--- src/rtl/alu_op_sequencer.sv ---
// alu_op_sequencer
//
// Multi-cycle control sequencer for the register/immediate ALU instructions.
// It accepts one instruction word per valid/ready handshake. It then steps the
// datapath through operand load, ALU execute, write-back capture and
// register-file write, spending one state per clock.
//
// Ports
//   iClk, iRst            clock (rising edge), asynchronous active-high reset
//   iIns, iIns_valid      instruction word op[31:27] ra[26:23] rb[22:19]
//                         rc[18:15] C[18:0], and its valid flag
//   oIns_ready            idle and not stalled, so an instruction can be taken
//   iHold                 stall: freeze the sequence and drop every strobe
//   oRF_AddrA/B/C         register-file read A (rb), read B (rc), write (ra)
//   oRF_Write             register-file write strobe
//   oRA_en .. oRWB_en     datapath register enables
//   oALU_Ctrl             ALU operation (low four opcode bits)
//   oMUX_BIS              ALU B select: 1 = oImm32, 0 = RB
//   oMUX_RZHS/WBM/WBP/ASS fixed datapath selects, always 0
//   oImm32                sign-extended C for I-class, else 0
//   oDone, oIllegal       one-cycle pulses: instruction retired / rejected
module alu_op_sequencer #(
    parameter int IMM_W = 19
) (
    input  logic        iClk,
    input  logic        iRst,
    input  logic [31:0] iIns,
    input  logic        iIns_valid,
    output logic        oIns_ready,
    input  logic        iHold,
    output logic [3:0]  oRF_AddrA,
    output logic [3:0]  oRF_AddrB,
    output logic [3:0]  oRF_AddrC,
    output logic        oRF_Write,
    output logic        oRA_en,
    output logic        oRB_en,
    output logic        oRZH_en,
    output logic        oRZL_en,
    output logic        oRWB_en,
    output logic [3:0]  oALU_Ctrl,
    output logic        oMUX_BIS,
    output logic        oMUX_RZHS,
    output logic        oMUX_WBM,
    output logic        oMUX_WBP,
    output logic        oMUX_ASS,
    output logic [31:0] oImm32,
    output logic        oDone,
    output logic        oIllegal
);

    typedef enum logic [2:0] {
        S_IDLE,
        S_LDA,
        S_LDB,
        S_EXEC,
        S_WB,
        S_RFW
    } state_t;

    state_t      state;
    state_t      state_next;

    logic [4:0]  op_q;
    logic [3:0]  ra_q;
    logic [3:0]  rb_q;
    logic [3:0]  rc_q;

    logic [4:0]  op_in;
    logic        in_r;
    logic        in_i;
    logic        in_u;
    logic        in_legal;
    logic        q_r;
    logic        q_i;
    logic        accept;
    logic [31:0] imm_in;

    // Opcode classes: R = 3..11, I = 12..14, U = 17 and 18.
    assign op_in    = iIns[31:27];
    assign in_r     = (op_in >= 5'd3) && (op_in <= 5'd11);
    assign in_i     = (op_in >= 5'd12) && (op_in <= 5'd14);
    assign in_u     = (op_in == 5'd17) || (op_in == 5'd18);
    assign in_legal = in_r || in_i || in_u;

    assign q_r = (op_q >= 5'd3) && (op_q <= 5'd11);
    assign q_i = (op_q >= 5'd12) && (op_q <= 5'd14);

    assign imm_in = {{(32-IMM_W){iIns[IMM_W-1]}}, iIns[IMM_W-1:0]};

    // Ready is combinational, so a stall seen in IDLE blocks the handshake in the same cycle.
    assign oIns_ready = (state == S_IDLE) && !iHold;
    assign accept     = iIns_valid && oIns_ready;

    assign oMUX_RZHS = 1'b0;
    assign oMUX_WBM  = 1'b0;
    assign oMUX_WBP  = 1'b0;
    assign oMUX_ASS  = 1'b0;

    always_ff @(posedge iClk or posedge iRst) begin
        if (iRst) begin
            state <= S_IDLE;
        end else begin
            state <= state_next;
        end
    end

    // A hold freezes the current step, so that step runs exactly once after release.
    always_comb begin
        state_next = state;
        if (!iHold) begin
            case (state)
                S_IDLE: if (accept && in_legal) state_next = S_LDA;
                S_LDA:  state_next = q_r ? S_LDB : S_EXEC;
                S_LDB:  state_next = S_EXEC;
                S_EXEC: state_next = S_WB;
                S_WB:   state_next = S_RFW;
                S_RFW:  state_next = S_IDLE;
                default: state_next = S_IDLE;
            endcase
        end
    end

    // Fields are latched on every accept, illegal ones included, and then held until the next accept.
    always_ff @(posedge iClk or posedge iRst) begin
        if (iRst) begin
            op_q <= '0;
            ra_q <= '0;
            rb_q <= '0;
            rc_q <= '0;
        end else if (accept) begin
            op_q <= iIns[31:27];
            ra_q <= iIns[26:23];
            rb_q <= iIns[22:19];
            rc_q <= iIns[18:15];
        end
    end

    // The outputs are registered from the current state. Each strobe therefore
    // appears the cycle after its state is entered. Addresses and ALU_Ctrl keep
    // their last value.
    always_ff @(posedge iClk or posedge iRst) begin
        if (iRst) begin
            oRA_en    <= 1'b0;
            oRB_en    <= 1'b0;
            oRZH_en   <= 1'b0;
            oRZL_en   <= 1'b0;
            oRWB_en   <= 1'b0;
            oRF_Write <= 1'b0;
            oDone     <= 1'b0;
            oIllegal  <= 1'b0;
            oMUX_BIS  <= 1'b0;
            oRF_AddrA <= '0;
            oRF_AddrB <= '0;
            oRF_AddrC <= '0;
            oALU_Ctrl <= '0;
            oImm32    <= '0;
        end else begin
            oRA_en    <= !iHold && (state == S_LDA);
            oRB_en    <= !iHold && (state == S_LDB);
            oRZH_en   <= !iHold && (state == S_EXEC);
            oRZL_en   <= !iHold && (state == S_EXEC);
            oRWB_en   <= !iHold && (state == S_WB);
            oRF_Write <= !iHold && (state == S_RFW);
            oDone     <= !iHold && (state == S_RFW);
            oIllegal  <= accept && !in_legal;
            oMUX_BIS  <= !iHold && (state == S_EXEC) && q_i;
            if (!iHold) begin
                case (state)
                    S_LDA:  oRF_AddrA <= rb_q;
                    S_LDB:  oRF_AddrB <= rc_q;
                    S_EXEC: oALU_Ctrl <= op_q[3:0];
                    S_RFW:  oRF_AddrC <= ra_q;
                    default: ;
                endcase
            end
            if (accept) begin
                oImm32 <= in_i ? imm_in : 32'd0;
            end
        end
    end

endmodule

--- config.mk ---
export PLATFORM = sky130hd
export DESIGN_NAME = alu_op_sequencer
export DESIGN_NICKNAME = d
export VERILOG_FILES = /design/src/rtl/alu_op_sequencer.sv
export SDC_FILE = /design/constraint.sdc
export NUM_CORES = 1
export LEC_CHECK = 0
export ABC_AREA = 1
export CORE_AREA = 2 2 100 63
export DETAILED_ROUTE_END_ITERATION = 8
export DIE_AREA = 0 0 102 65
export GPL_ROUTABILITY_DRIVEN = 1
export GPL_TIMING_DRIVEN = 0
export PLACE_DENSITY = 0.79
export SETUP_SLACK_MARGIN = 0.3
export SYNTH_ARGS = -nofsm -noshare
export SYNTH_HDL_FRONTEND = slang
export SYNTH_SLANG_ARGS = --single-unit
--- constraint.sdc ---
create_clock -name iClk -period 4.05 [get_ports iClk]
set_input_delay 0.81 -clock iClk [delete_from_list [all_inputs] [get_ports iClk]]
set_output_delay 0.81 -clock iClk [all_outputs]
set_load 0.02 [all_outputs]
==> impl_metrics.tcl <==
set metrics [dict create \
    max_freq_mhz 335 \
    pwr-share-seq 0.401 \
    synth_fa_ha_area_frac 0 \
    syn-cell-area_um2 2630 \
    setup_viol 0 \
    syn-mean-instance-area_um2 9.16 \
    syn_inst 287 \
    clockRootBuffer "clkbuf_8" \
    detailed_place_hpwl_um 4570 \
    synthDistinctLibCells 22 \
    tritoncts "yes" \
    required_ns 3.24 \
    yosys_register_bits 62 \
    portBuffers 93 \
    post_drt_wl_per_cell_um 12.6 \
    pwr-share-comb 0.406 \
    antenna_cells 0 \
    grt_max_degree 40 \
    nFillCells 505 \
    cts.sinks 62 \
    critical_path_class "input port to output pin" \
    cts_buffers 9 \
    route.vias.total 2214 \
    p_leak_nw 1.90 \
    period_share 0.737 \
    synthSimpleGateAreaFrac 0.226 \
    arrival_ns 2.17 \
    rsz0062_at_grt "false" \
    detail_route.iter0.violations 81 \
    grt_pass1_vias 2080 \
    startpoint_type "input port" \
    status "finished clean" \
    hold-path-cell-count 2 \
    slew-limit-headroom 0.600 \
    fp.coreArea_um2 5840 \
    synth_compound_area_frac 0.0652 \
    antenna_found_initial 0 \
    ctsResizeCount 0 \
    place_ws_ns 1.08 \
    nets 431 \
    rows 22 \
    postCtsSetupBuffers 0 \
    cts_buffer_depth 2 \
    area_delta_synth_final_pct 47.0 \
    cts_hold_buffers 0 \
    peakVddDrop_mv 0.356 \
    synth-seq-area-share 0.590 \
    synth_xor_area_frac 0 \
    setup_ws_ns 1.07 \
    die_y_um 65 \
    die_w_um 102 \
    crit_path_end_kind "output pin" \
    final.min_clock_period_ns 2.98 \
    synthMuxAreaShare 0 \
    drt-pass1-iter-count 4 \
    maxSlewViolCount 0 \
    ff2ff_path_depth 5 \
    drc 0 \
    p_clk_frac 0.193 \
    grt_overflow 0 \
    maxCapViolations 0 \
    drive_gt1_frac 0.130 \
    io_pins 98 \
    start_util 0.450 \
    power.switching_mw 0.873 \
    final.setup.tns_ns 0 \
    worst_pin_slew_ns 0.600 \
    htreeDepth 3 \
    gp_congestion 0.824 \
    yosysWarnings 0 \
    worstSkewPairLatency_ns 0.33 \
    grt_pass1_wl_um 9890 \
    antenna_left 0 \
    critPathMaxFanout 4 \
    die-area_um2 6630 \
    min_path_type "flip-flop to flip-flop" \
    synth_top_family_by_area "simple AND/OR/NAND/NOR gates" \
    switching_share 0.364 \
    totalWireLength_um 6120 \
    clk_pin_slew_worst_paths_ns 0.07 \
    p_int_mw 1.52 \
    grtUsageTotal 0.200 \
    viasPerCell 4.57 \
    hold_viol 0 \
    finalClockSkew_ns 0.00423 \
    p_per_area_nw_per_um2 620 \
]
## cell usage in the layout (no fill, tap or decap)
master / Yosys / layout
buf_8: 1 / 1
nor4_1: 1 / 1
nand2_4: 1 / 1
nor3_1: 1 / 1
inv_6: 1 / 1
buf_6: 4 / 4
nand2_2: 1 / 1
clkdlybuf4s50_1: 0 / 93
inv_2: 0 / 1
buf_4: 19 / 19
o21ai_2: 4 / 4
conb_1: 1 / 4
clkinvlp_4: 0 / 1
nand2_1: 107 / 107
clkbuf_8: 0 / 10
o21ai_0: 19 / 19
clkinv_2: 0 / 3
inv_1: 23 / 22
nor2_4: 2 / 2
a31oi_1: 1 / 1
nor2_1: 8 / 8
o21ai_1: 4 / 4
buf_2: 2 / 2
nor2_2: 1 / 1
clkbuf_1: 0 / 2
nand3_1: 21 / 21
a21oi_1: 3 / 3
dfrtp_1: 62 / 62
buf_12: 0 / 1
## per-stage QoR
step           total power, mW  instances  hold slack [ns]  area [um^2]   util
6_report                  2.40        484            0.479         3860  0.662
5_1_grt                   2.56        484            0.494         3860  0.662
4_1_cts                   2.42        484            0.483         3860  0.662
3_5_place_dp              1.94        468            0.464         3700  0.633
3_3_place_gp              1.91        467            0.453         3680  0.630
2_1_floorplan             1.51        290            0.442         2640      -
## worst max-delay path: stages
cell and delay, ns:
clkdlybuf4s50_1 0.54, nor2_4 0.20, clkdlybuf4s50_1 0.62
## per-layer routing
| metal | GRT usage | vias up | wire length, um |
|---|---|---|---|
| met5 | 0 | - | 0 |
| met4 | 0.0567 | 0 | 21 |
| met3 | 0.0895 | 2 | 436 |
| met2 | 0.294 | 90 | 2840 |
| met1 | 0.269 | 1028 | 2820 |
| li1 | - | 1094 | - |
## flip-flops by register name, indices dropped and copies added (netlist names), 3 cells and up
name	flops
rc_q	4
ra_q	4
oRF_AddrB	4
oRF_AddrA	4
state	3
oALU_Ctrl	4
oImm32	19
oRF_AddrC	4
op_q	5
rb_q	4
## worst paths after layout
kind / startpoint / slack, ns / endpoint
worst max-delay path: iHold / 1.07 / oIns_ready
worst min-delay path: ra_q[2]$_DFFE_PP0P_ / 0.48 / oRF_AddrC[2]$_DFFE_PP0P_
worst max register to register: state[2]$_DFFE_PP0P_ / 2.47 / oRF_AddrB[2]$_DFFE_PP0P_
worst min register to register: ra_q[2]$_DFFE_PP0P_ / 0.48 / oRF_AddrC[2]$_DFFE_PP0P_
max in group asynchronous: iRst / 2.65 / state[1]$_DFFE_PP0P_
min in group asynchronous: iRst / 0.84 / oImm32[4]$_DFFE_PP0P_
## power by group through the flow
stage	combinational [mW]	clock [mW]	sequential, mW
4_1_cts	0.983	0.480	0.961
6_report	0.972	0.462	0.961
3_3_place_gp	0.953	0	0.957
3_5_place_dp	0.979	0	0.966
5_1_grt	1.06	0.512	0.986
2_1_floorplan	0.419	0	1.09
## final cells by class
| class | count | area, um^2 | area share |
|---|---|---|---|
| buffer | 26 | 213 | 0.0551 |
| clock inverter | 4 | 22.5 | 0.00583 |
| timing repair buffer | 94 | 951 | 0.246 |
| inverter | 24 | 95.1 | 0.0246 |
| multi-input combinational | 178 | 781 | 0.202 |
| tap | 84 | 105 | 0.0272 |
| sequential | 62 | 1550 | 0.402 |
| clock buffer | 12 | 145 | 0.0376 |
## kinds of logic (layout without fill, tap and decap cells)
kind of cell           count (synthesis)  in the layout
AND/OR/NAND/NOR                      143            143
flip-flops                            62             62
buffers and inverters                 50            160
AO/OA/AOI/OAI                         31             31
other                                  1              4
## synth_stat cells, drive strengths merged
library cell | instances | share of area
a31oi | 1 | 0.0024
nor3 | 1 | 0.0019
nor4 | 1 | 0.0024
nor2 | 11 | 0.022
buf | 26 | 0.081
nand2 | 109 | 0.16
conb | 1 | 0.0014
inv | 24 | 0.036
o21ai | 27 | 0.057
nand3 | 21 | 0.040
dfrtp | 62 | 0.59
a21oi | 3 | 0.0057
Note: power is estimated with default switching activity, not from simulation.
